===== config.mk =====
export PLATFORM = sky130hd
export DESIGN_NAME = rv_fetch
export DESIGN_NICKNAME = d
export VERILOG_FILES = /design/src/rtl/rv_pkg.sv /design/src/rtl/rv_fetch_fifo.sv /design/src/rtl/rv_fetch.sv
export SDC_FILE = /design/constraint.sdc
export NUM_CORES = 1
export LEC_CHECK = 0
export CELL_PAD_IN_SITES_DETAIL_PLACEMENT = 1
export CELL_PAD_IN_SITES_GLOBAL_PLACEMENT = 1
export CORE_UTILIZATION = 26
export CTS_CLUSTER_SIZE = 16
export DETAILED_ROUTE_END_ITERATION = 16
export GPL_ROUTABILITY_DRIVEN = 0
export PLACE_DENSITY = 0.59
export SYNTH_ARGS = -nofsm -noshare
export SYNTH_HDL_FRONTEND = slang
export SYNTH_SLANG_ARGS = --single-unit
export TNS_END_PERCENT = 30

===== constraint.sdc =====
create_clock -name clk_i -period 18.73 [get_ports clk_i]
set_input_delay 3.746 -clock clk_i [delete_from_list [all_inputs] [get_ports clk_i]]
set_output_delay 3.746 -clock clk_i [all_outputs]
set_load 0.05 [all_outputs]

===== src/rtl/rv_pkg.sv =====
// Shared RV32 front-end package.
// Holds machine-width constants, the default reset PC, the major opcodes used by
// decode, the fetch FIFO payload type and the fetch-stage state encoding.
package rv_pkg;

  localparam int unsigned XLEN        = 32;
  localparam int unsigned INSTR_BYTES = 4;

  localparam logic [XLEN-1:0] RESET_PC_DEFAULT = 32'h0000_0000;

  // Major opcodes (instr[6:0]) shared with rv_decode_instr.
  localparam logic [6:0] OPC_LOAD   = 7'b0000011;
  localparam logic [6:0] OPC_MISC   = 7'b0001111;
  localparam logic [6:0] OPC_OP_IMM = 7'b0010011;
  localparam logic [6:0] OPC_AUIPC  = 7'b0010111;
  localparam logic [6:0] OPC_STORE  = 7'b0100011;
  localparam logic [6:0] OPC_OP     = 7'b0110011;
  localparam logic [6:0] OPC_LUI    = 7'b0110111;
  localparam logic [6:0] OPC_BRANCH = 7'b1100011;
  localparam logic [6:0] OPC_JALR   = 7'b1100111;
  localparam logic [6:0] OPC_JAL    = 7'b1101111;
  localparam logic [6:0] OPC_SYSTEM = 7'b1110011;

  // One fetched instruction together with the address it came from.
  typedef struct packed {
    logic [XLEN-1:0] pc;
    logic [XLEN-1:0] instr;
  } fetch_entry_t;

  typedef enum logic [0:0] {
    StReset,
    StRun
  } fetch_state_e;

  // Clear the byte offset of an address.
  function automatic logic [XLEN-1:0] align_word(input logic [XLEN-1:0] addr);
    return {addr[XLEN-1:2], 2'b00};
  endfunction

endpackage


===== src/rtl/rv_fetch_fifo.sv =====
// Two-entry synchronous FIFO of {pc, instr} for the fetch stage.
// Ports:
//   clk_i, rst_i   clock, synchronous active-high reset
//   flush_i        drop all entries (dominates push/pop)
//   push_i, data_i write one entry
//   pop_i          consume the head entry
//   valid_o        head entry valid
//   head_o         registered head entry
//   count_o        occupancy 0..2
// Push and pop may coincide at any occupancy, including full.
module rv_fetch_fifo
  import rv_pkg::*;
(
  input  logic         clk_i,
  input  logic         rst_i,
  input  logic         flush_i,
  input  logic         push_i,
  input  fetch_entry_t data_i,
  input  logic         pop_i,
  output logic         valid_o,
  output fetch_entry_t head_o,
  output logic [1:0]   count_o
);

  fetch_entry_t mem_q [2];
  logic [1:0]   count_q;
  logic         do_pop;
  logic         do_push;

  assign do_pop  = pop_i & (count_q != 2'd0);
  assign do_push = push_i & ((count_q != 2'd2) | do_pop);

  always_ff @(posedge clk_i) begin
    if (rst_i) begin
      count_q  <= 2'd0;
      mem_q[0] <= '0;
      mem_q[1] <= '0;
    end else if (flush_i) begin
      count_q <= 2'd0;
    end else if (do_push && do_pop) begin
      // Entry 0 is always the head; a full FIFO shifts and refills the tail.
      if (count_q == 2'd1) begin
        mem_q[0] <= data_i;
      end else begin
        mem_q[0] <= mem_q[1];
        mem_q[1] <= data_i;
      end
    end else if (do_pop) begin
      mem_q[0] <= mem_q[1];
      count_q  <= count_q - 2'd1;
    end else if (do_push) begin
      mem_q[count_q[0]] <= data_i;
      count_q           <= count_q + 2'd1;
    end
  end

  assign valid_o = (count_q != 2'd0);
  assign head_o  = mem_q[0];
  assign count_o = count_q;

endmodule


===== src/rtl/rv_fetch.sv =====
// Instruction fetch stage feeding rv_decode_instr.
// Holds the PC, issues word fetches over req/gnt/rvalid, buffers returned words
// with their PCs and hands them to decode over valid/ready. A redirect reloads
// the PC and flushes everything buffered or still in flight.
// Ports:
//   clk_i, rst_i                 clock, synchronous active-high reset
//   redirect_i, redirect_pc_i    branch/jump/trap target (bits [1:0] ignored)
//   imem_req_o, imem_addr_o      fetch request and word address
//   imem_gnt_i                   request accepted
//   imem_rvalid_i, imem_rdata_i  in-order response
//   instr_valid_o, instr_o, pc_o instruction to decode
//   instr_ready_i                decode accepts
module rv_fetch
  import rv_pkg::*;
#(
  parameter logic [XLEN-1:0] RESET_PC = RESET_PC_DEFAULT
) (
  input  logic            clk_i,
  input  logic            rst_i,
  input  logic            redirect_i,
  input  logic [XLEN-1:0] redirect_pc_i,
  output logic            imem_req_o,
  output logic [XLEN-1:0] imem_addr_o,
  input  logic            imem_gnt_i,
  input  logic            imem_rvalid_i,
  input  logic [XLEN-1:0] imem_rdata_i,
  output logic            instr_valid_o,
  input  logic            instr_ready_i,
  output logic [XLEN-1:0] instr_o,
  output logic [XLEN-1:0] pc_o
);

  fetch_state_e    state_q;
  logic [XLEN-1:0] fetch_pc_q;
  logic [1:0]      outstanding_q, outstanding_d;
  logic [1:0]      discard_q, discard_d;
  logic [XLEN-1:0] inflight_pc_q [2];

  logic         grant;
  logic         resp;
  logic         credit_ok;
  logic         inflight_wr_idx;
  logic         fifo_push;
  logic         fifo_pop;
  logic         fifo_valid;
  logic [1:0]   fifo_count;
  fetch_entry_t fifo_head;
  fetch_entry_t fifo_data;

  // Every granted word must have a FIFO slot when it returns. A slot being
  // drained by decode this cycle already counts as free, which is what lets a
  // 1-cycle memory sustain one instruction per cycle.
  assign credit_ok = ({1'b0, outstanding_q} + {1'b0, fifo_count})
                     < (3'd2 + {2'b00, fifo_valid & instr_ready_i});

  assign imem_req_o  = (state_q == StRun) & credit_ok;
  assign imem_addr_o = fetch_pc_q;

  assign grant = imem_req_o & imem_gnt_i;
  // Responses with nothing in flight (e.g. for pre-reset grants) are ignored.
  assign resp  = imem_rvalid_i & (outstanding_q != 2'd0);

  // A flushed head is not delivered, even if decode was ready.
  assign fifo_pop  = fifo_valid & instr_ready_i & ~redirect_i;
  assign fifo_push = resp & (discard_q == 2'd0) & ~redirect_i;
  assign fifo_data = '{pc: inflight_pc_q[0], instr: imem_rdata_i};

  // Credit limits outstanding to at most 1 whenever a grant happens, so the
  // new PC lands in slot 0 or 1 depending on whether slot 0 drains now.
  assign inflight_wr_idx = outstanding_q[0] & ~resp;

  always_comb begin
    outstanding_d = outstanding_q;
    if (grant && !resp) begin
      outstanding_d = outstanding_q + 2'd1;
    end else if (!grant && resp) begin
      outstanding_d = outstanding_q - 2'd1;
    end

    discard_d = discard_q;
    if (redirect_i) begin
      // Everything still in flight after this edge is stale, including a word
      // granted this cycle.
      discard_d = outstanding_d;
    end else if (resp && (discard_q != 2'd0)) begin
      discard_d = discard_q - 2'd1;
    end
  end

  always_ff @(posedge clk_i) begin
    if (rst_i) begin
      state_q          <= StReset;
      fetch_pc_q       <= RESET_PC;
      outstanding_q    <= 2'd0;
      discard_q        <= 2'd0;
      inflight_pc_q[0] <= '0;
      inflight_pc_q[1] <= '0;
    end else begin
      state_q       <= StRun;
      outstanding_q <= outstanding_d;
      discard_q     <= discard_d;

      if (redirect_i) begin
        fetch_pc_q <= align_word(redirect_pc_i);
      end else if (grant) begin
        fetch_pc_q <= fetch_pc_q + XLEN'(INSTR_BYTES);
      end

      if (resp) begin
        inflight_pc_q[0] <= inflight_pc_q[1];
      end
      if (grant) begin
        inflight_pc_q[inflight_wr_idx] <= fetch_pc_q;
      end
    end
  end

  rv_fetch_fifo u_fifo (
    .clk_i   (clk_i),
    .rst_i   (rst_i),
    .flush_i (redirect_i),
    .push_i  (fifo_push),
    .data_i  (fifo_data),
    .pop_i   (fifo_pop),
    .valid_o (fifo_valid),
    .head_o  (fifo_head),
    .count_o (fifo_count)
  );

  assign instr_valid_o = fifo_valid;
  assign instr_o       = fifo_head.instr;
  assign pc_o          = fifo_head.pc;

endmodule

==> metrics.txt, run 1 <==
status finished clean; Synth area leaders edfxtp_1, dfxtp_1, and2_1; Cells after Synth 759; crit-path max FO 9; clock latency on the worst-skew pair 530 ps; Layout area overhead 29.4%; routed length on met2 9.92 mm; wl on met1 12.0 mm; top sig layer met4; die area 38800 sq um; die width 197 um; most frequent CP cell clkdlybuf4s50_1; worst path bufs/invs 2; Worst-path clk slew 60 ps; CTS resizes 0; placed cell count 1396; CP max stage delay 840 ps; Most used DFF post-synth edfxtp_1; CP cell instances clkdlybuf4s50_1 -> or3b_1 -> a21oi_1 -> clkdlybuf4s50_1; #FFs+latches synth 225; Num Clock Sinks 225; slowest CP cell clkdlybuf4s50_1; nets 992; Post-synth EDFFs 188; setup TNS 0 ps; Slew @ Worst Pin 1160 ps; post-synth top area share 57.1%; Layout Cells excl Fill 1442; total gr overflow 0; gr usage total 12.3%; R2R Setup Slk 14790 ps; final wirelength 23.7 mm; crit path kind input port to output port; number of global-route vias before repair 6452; Synth top cells by count edfxtp_1, and2_1, nand2_1; Slew Viols, Final 0; DR vias 6280; layout cells sized above 1 10.1%; port buffer count 163; RSZ-0062 raised after global routing false; fin crit period 9750 ps; Setup violations, final 0; synthesized area 9890 sq um; CP arrival 6010 ps; Crit. End Element output port; share of the clock period used by the worst path 52.1%; hold buffer count at cts 0; Rows 71; Power Total 1.35 mW; DR WL met3 1.23 mm; clk root buf clkbuf_16; wire per inst 16.4 um; Fillers 4030; worst vdd ir 0.0562 mV; Startpoint Class input port; Detail Route Antenna Nets 0; Fmax 103 MHz; max-capacitance violation count 0; DRT iter0 DRCs 223; Seq/Total Area, Yosys 64.6%; top-count cell post-synth edfxtp_1; vias per cell 4.36; static leakage 4.56 nW; Final Skew 8.94 ps; largest net degree at the start of global routing 65; Synth cell types 53; Syn Area/Cell 13.0 sq um; Num CTS Buffers 26; Multi-input gate area 3140 sq um; min-delay worst type flip-flop to flip-flop; CTS tree done; Post-route DRC 0; H-tree levels 1; Worst EP required 14980 ps; first-pass GRT wire length 37.9 mm; First-pass DRT Iterations 4; hold slack 517 ps; Post-DP HPWL 15.3 mm; Synth area leader edfxtp_1; chip height 197 um; core area 37600 sq um; Fin. Hold Viols 0; I/O pins 168; Cell Pwr Density 106 nW/um^2; asr flop ratio synth 0%; Synth warnings 0; antenna violations before repair 0; Crit path max-delay family buffers and inverters; # Post-CTS Setup Buffers 0; Slew headroom 22.4%; antenna cells 0; Initial Utilization 26.3%; clock tree buffer depth 3; Reg area 6390 sq um
-- where the power goes --
part / internal (mW) / switching [mW]
registers: 0.596 / 0.0272
clock network: 0.302 / 0.201
logic: 0.0745 / 0.149
-- registers in the layout (all words and copies together), names as in the netlist --
signal          cells
state_q             1
discard_q           2
outstanding_q       2
inflight_pc_q      60
u_fifo.count_o      2
imem_addr_o        30
u_fifo.mem_q      128
-- cell usage in the layout, fill, tap and decap left out, types with 2 or more instances in the layout --
master,n
edfxtp_1,188
clkdlybuf4s50_1,162
and2_1,96
nand2_1,75
a22o_1,62
dfxtp_1,37
o21ai_2,30
inv_1,29
clkbuf_16,27
a21oi_1,24
xnor2_1,24
nor2_1,20
o21a_1,18
nand4_1,15
nand3_1,11
xor2_1,9
ha_1,8
buf_4,8
mux2i_1,7
o21ai_0,6
clkinv_1,6
nor2b_1,4
nor3_1,4
and3_1,4
conb_1,4
clkinv_2,4
clkbuf_1,4
nand2b_1,3
or2_2,3
a211oi_1,3
bufinv_16,3
nor2_4,2
a211oi_4,2
and3_2,2
o21ai_4,2
nand4b_1,2
a2111oi_0,2
o21ai_1,2
-- through the flow --
| step | setup slack (ps) | area, sq um | util (%) |
|---|---|---|---|
| 4_1_cts | 8950 | 12800 | 34.1 |
| 2_1_floorplan | 8910 | 9900 | - |
| 3_3_place_gp | 8960 | 12000 | 31.8 |
| 6_report | 8980 | 12800 | 34.1 |
| 5_1_grt | 8860 | 12800 | 34.1 |
| 3_5_place_dp | 8970 | 12000 | 31.8 |
-- area by class of cell --
cell class | count | area share (%)
inverter | 29 | 0.851
multi-input combinational | 460 | 24.5
sequential | 225 | 49.9
clock inverter | 15 | 1.16
timing repair buffer | 171 | 13.2
clock buffer | 31 | 5.40
tap | 511 | 5.00
-- metal layers --
metal | track usage, % | up-vias
li1 | - | 3059
met1 | 18.0 | 3026
met2 | 18.4 | 161
met3 | 2.39 | 34
met4 | 3.45 | 0
met5 | 0 | -
-- path summary, 6_finish.rpt --
| check | cells after the start | start | endpoint |
|---|---|---|---|
| max | 4 | instr_ready_i | imem_req_o |
| max reg2reg | 7 | u_fifo.count_o[0]$_SDFFE_PP0P_ | inflight_pc_q[0][30]$_DFFE_PP_ |
| min | 1 | u_fifo.mem_q[1][33]$_SDFFCE_PP0P_ | u_fifo.mem_q[0][33]$_DFFE_PP_ |
| min reg2reg | 1 | u_fifo.mem_q[1][33]$_SDFFCE_PP0P_ | u_fifo.mem_q[0][33]$_DFFE_PP_ |
-- logic make-up (layout without fill, tap and decap cells) --
family	after synthesis	count (layout)	share of synthesized area, %
buf+inv	77	246	4.24
xor+xnor	33	33	2.92
fa+ha+maj	9	9	1.21
simple gates	250	250	13.4
compound gates	156	156	12.8
other cells	1	4	0.0379
mux	8	8	0.822
flops	225	225	64.6
Note: power is estimated with default switching activity, not from simulation.
==> inputs of run 2 (changes only) <==
--- a/config.mk
+++ b/config.mk
@@ -11,7 +11,7 @@
 export CTS_CLUSTER_SIZE = 16
 export DETAILED_ROUTE_END_ITERATION = 16
 export GPL_ROUTABILITY_DRIVEN = 0
-export PLACE_DENSITY = 0.59
+export PLACE_DENSITY = 0.61
 export SYNTH_ARGS = -nofsm -noshare
 export SYNTH_HDL_FRONTEND = slang
 export SYNTH_SLANG_ARGS = --single-unit
==> constraint.sdc (replaced) <==
create_clock -name clk_i -period 8.8 [get_ports clk_i]
set_input_delay 1.76 -clock clk_i [delete_from_list [all_inputs] [get_ports clk_i]]
set_output_delay 1.76 -clock clk_i [all_outputs]
set_load 0.05 [all_outputs]
==> run 2 against run 1 <==
Against the previous run:
- sequential power is 110% higher
- critical path depth stayed put
- die area stayed put
- sequential share of layout area is 0.32 points lower
- utilization is 0.22 points higher
- sequential cell count stayed put
- hold slack better by 2.1 ps
- worst setup slack worse by 6000 ps
- cell count is 0.28% higher
- critical endpoint unchanged
- largest power group unchanged
==> metrics.txt, run 2 (synthesis results as in run 1) <==
Fillers 4030; R2R Setup Slk 4910 ps; Worst EP required 7040 ps; Post-DP HPWL 15.7 mm; Cell Pwr Density 230 nW/um^2; layout cells sized above 1 10.6%; Power Total 2.96 mW; worst vdd ir 0.126 mV; share of the clock period used by the worst path 65.9%; I/O pins 168; Setup violations, final 0; antenna cells 0; hold slack 519 ps; hold path start u_fifo.mem_q[1][33]$_SDFFCE_PP0P_; clock tree buffer depth 3; CTS resizes 0; hold path depth 1; most flop-heavy register u_fifo.mem_q; Layout Cells excl Fill 1446; crit-path max FO 9; Detail Route Antenna Nets 0; static leakage 4.60 nW; Hold EP u_fifo.mem_q[0][33]$_DFFE_PP_; CP arrival 4040 ps; max-capacitance violation count 0; first-pass GRT wire length 38.0 mm; Startpoint Class input port; worst setup margin 3000 ps; final wirelength 24.0 mm; core area 37600 sq um; most frequent CP cell clkdlybuf4s50_1; vias per cell 4.36; nets 993; number of global-route vias before repair 6508; Slew Viols, Final 0; # Post-CTS Setup Buffers 0; die width 197 um; die area 38800 sq um; Final Skew 9.12 ps; crit path kind input port to output port; placed cell count 1396; commonest non-fill, non-tap cell in the layout edfxtp_1; Fmax 172 MHz; wire per inst 16.6 um; dpl ws 3000 ps; Slew @ Worst Pin 1150 ps; port buffer count 163; Reg area 6390 sq um; Rows 71; Initial Utilization 26.3%; Reg2Reg Depth 7; CP max stage delay 850 ps; Crit. End Element output port; min-delay worst type flip-flop to flip-flop; max reg flops 128; Slew headroom 23.1%; status finished clean; slowest CP cell clkdlybuf4s50_1; H-tree levels 1; RSZ-0062 raised after global routing false; clk root buf clkbuf_16; setup TNS 0 ps; worst r2r src u_fifo.count_o[0]$_SDFFE_PP0P_; Worst-path clk slew 60 ps; DRT iter0 DRCs 191; largest net degree at the start of global routing 65; most frequent cells in the layout edfxtp_1, clkdlybuf4s50_1, and2_1; Layout area overhead 30.2%; hold buffer count at cts 0; antenna violations before repair 0; Num CTS Buffers 27; CP cell instances clkdlybuf4s50_1 -> or3b_1 -> a21oi_1 -> clkdlybuf4s50_1; DR vias 6304; RR Endpoint inflight_pc_q[0][27]$_DFFE_PP_; fin crit period 5800 ps; clock latency on the worst-skew pair 540 ps; total gr overflow 0; Multi-input gate area 3140 sq um; gr usage total 12.4%; Post-route DRC 0; First-pass DRT Iterations 4; CTS tree done; Fin. Hold Viols 0; Num Clock Sinks 225; chip height 197 um
[run 2: layout make-up]
type,instances,share of cell area (%)
inverters,29,0.845
flip-flops and latches,225,49.6
clock inverters,8,1.00
multi-input cells,460,24.3
clock buffers,42,6.15
well taps,511,4.97
repair buffers,171,13.1
[run 2: per-layer routing]
layer | vias up | global-route usage, % | share of wire [%]
met1 | 3044 | 17.3 | 48
met2 | 172 | 19.6 | 44
li1 | 3056 | - | -
met4 | 0 | 3.22 | 1.8
met3 | 32 | 2.44 | 5.9
met5 | - | 0 | 0
[run 2: per-stage QoR]
| stage | util [%] | instance area [sq um] |
|---|---|---|
| global route | 34.3 | 12900 |
| global placement | 31.8 | 12000 |
| detailed placement | 31.8 | 12000 |
| finish | 34.3 | 12900 |
| floorplan | - | 9900 |
| CTS | 34.3 | 12900 |
[run 2: critical path, delay by kind of cell]
kind,cells,cell delay (ps)
AOI/OAI and AO/OA,1,330
buffers and inverters,2,1340
and+or+nand+nor,1,600
[run 2: how the worst max path moves through the flow]
stage | slack [ps] | startpoint | to
3_3_place_gp | 3010 | instr_ready_i | imem_req_o
4_1_cts | 2990 | instr_ready_i | imem_req_o
6_report | 3000 | instr_ready_i | imem_req_o
3_5_place_dp | 3000 | instr_ready_i | imem_req_o
5_1_grt | 2920 | instr_ready_i | imem_req_o
2_1_floorplan | 960 | redirect_i | u_fifo.mem_q[0][0]$_DFFE_PP_
[run 2: power breakdown]
part | switching [mW] | total [mW] | internal, mW
Clock | 0.445 | 1.15 | 0.706
Sequential | 0.0585 | 1.33 | 1.27
Combinational | 0.318 | 0.477 | 0.159
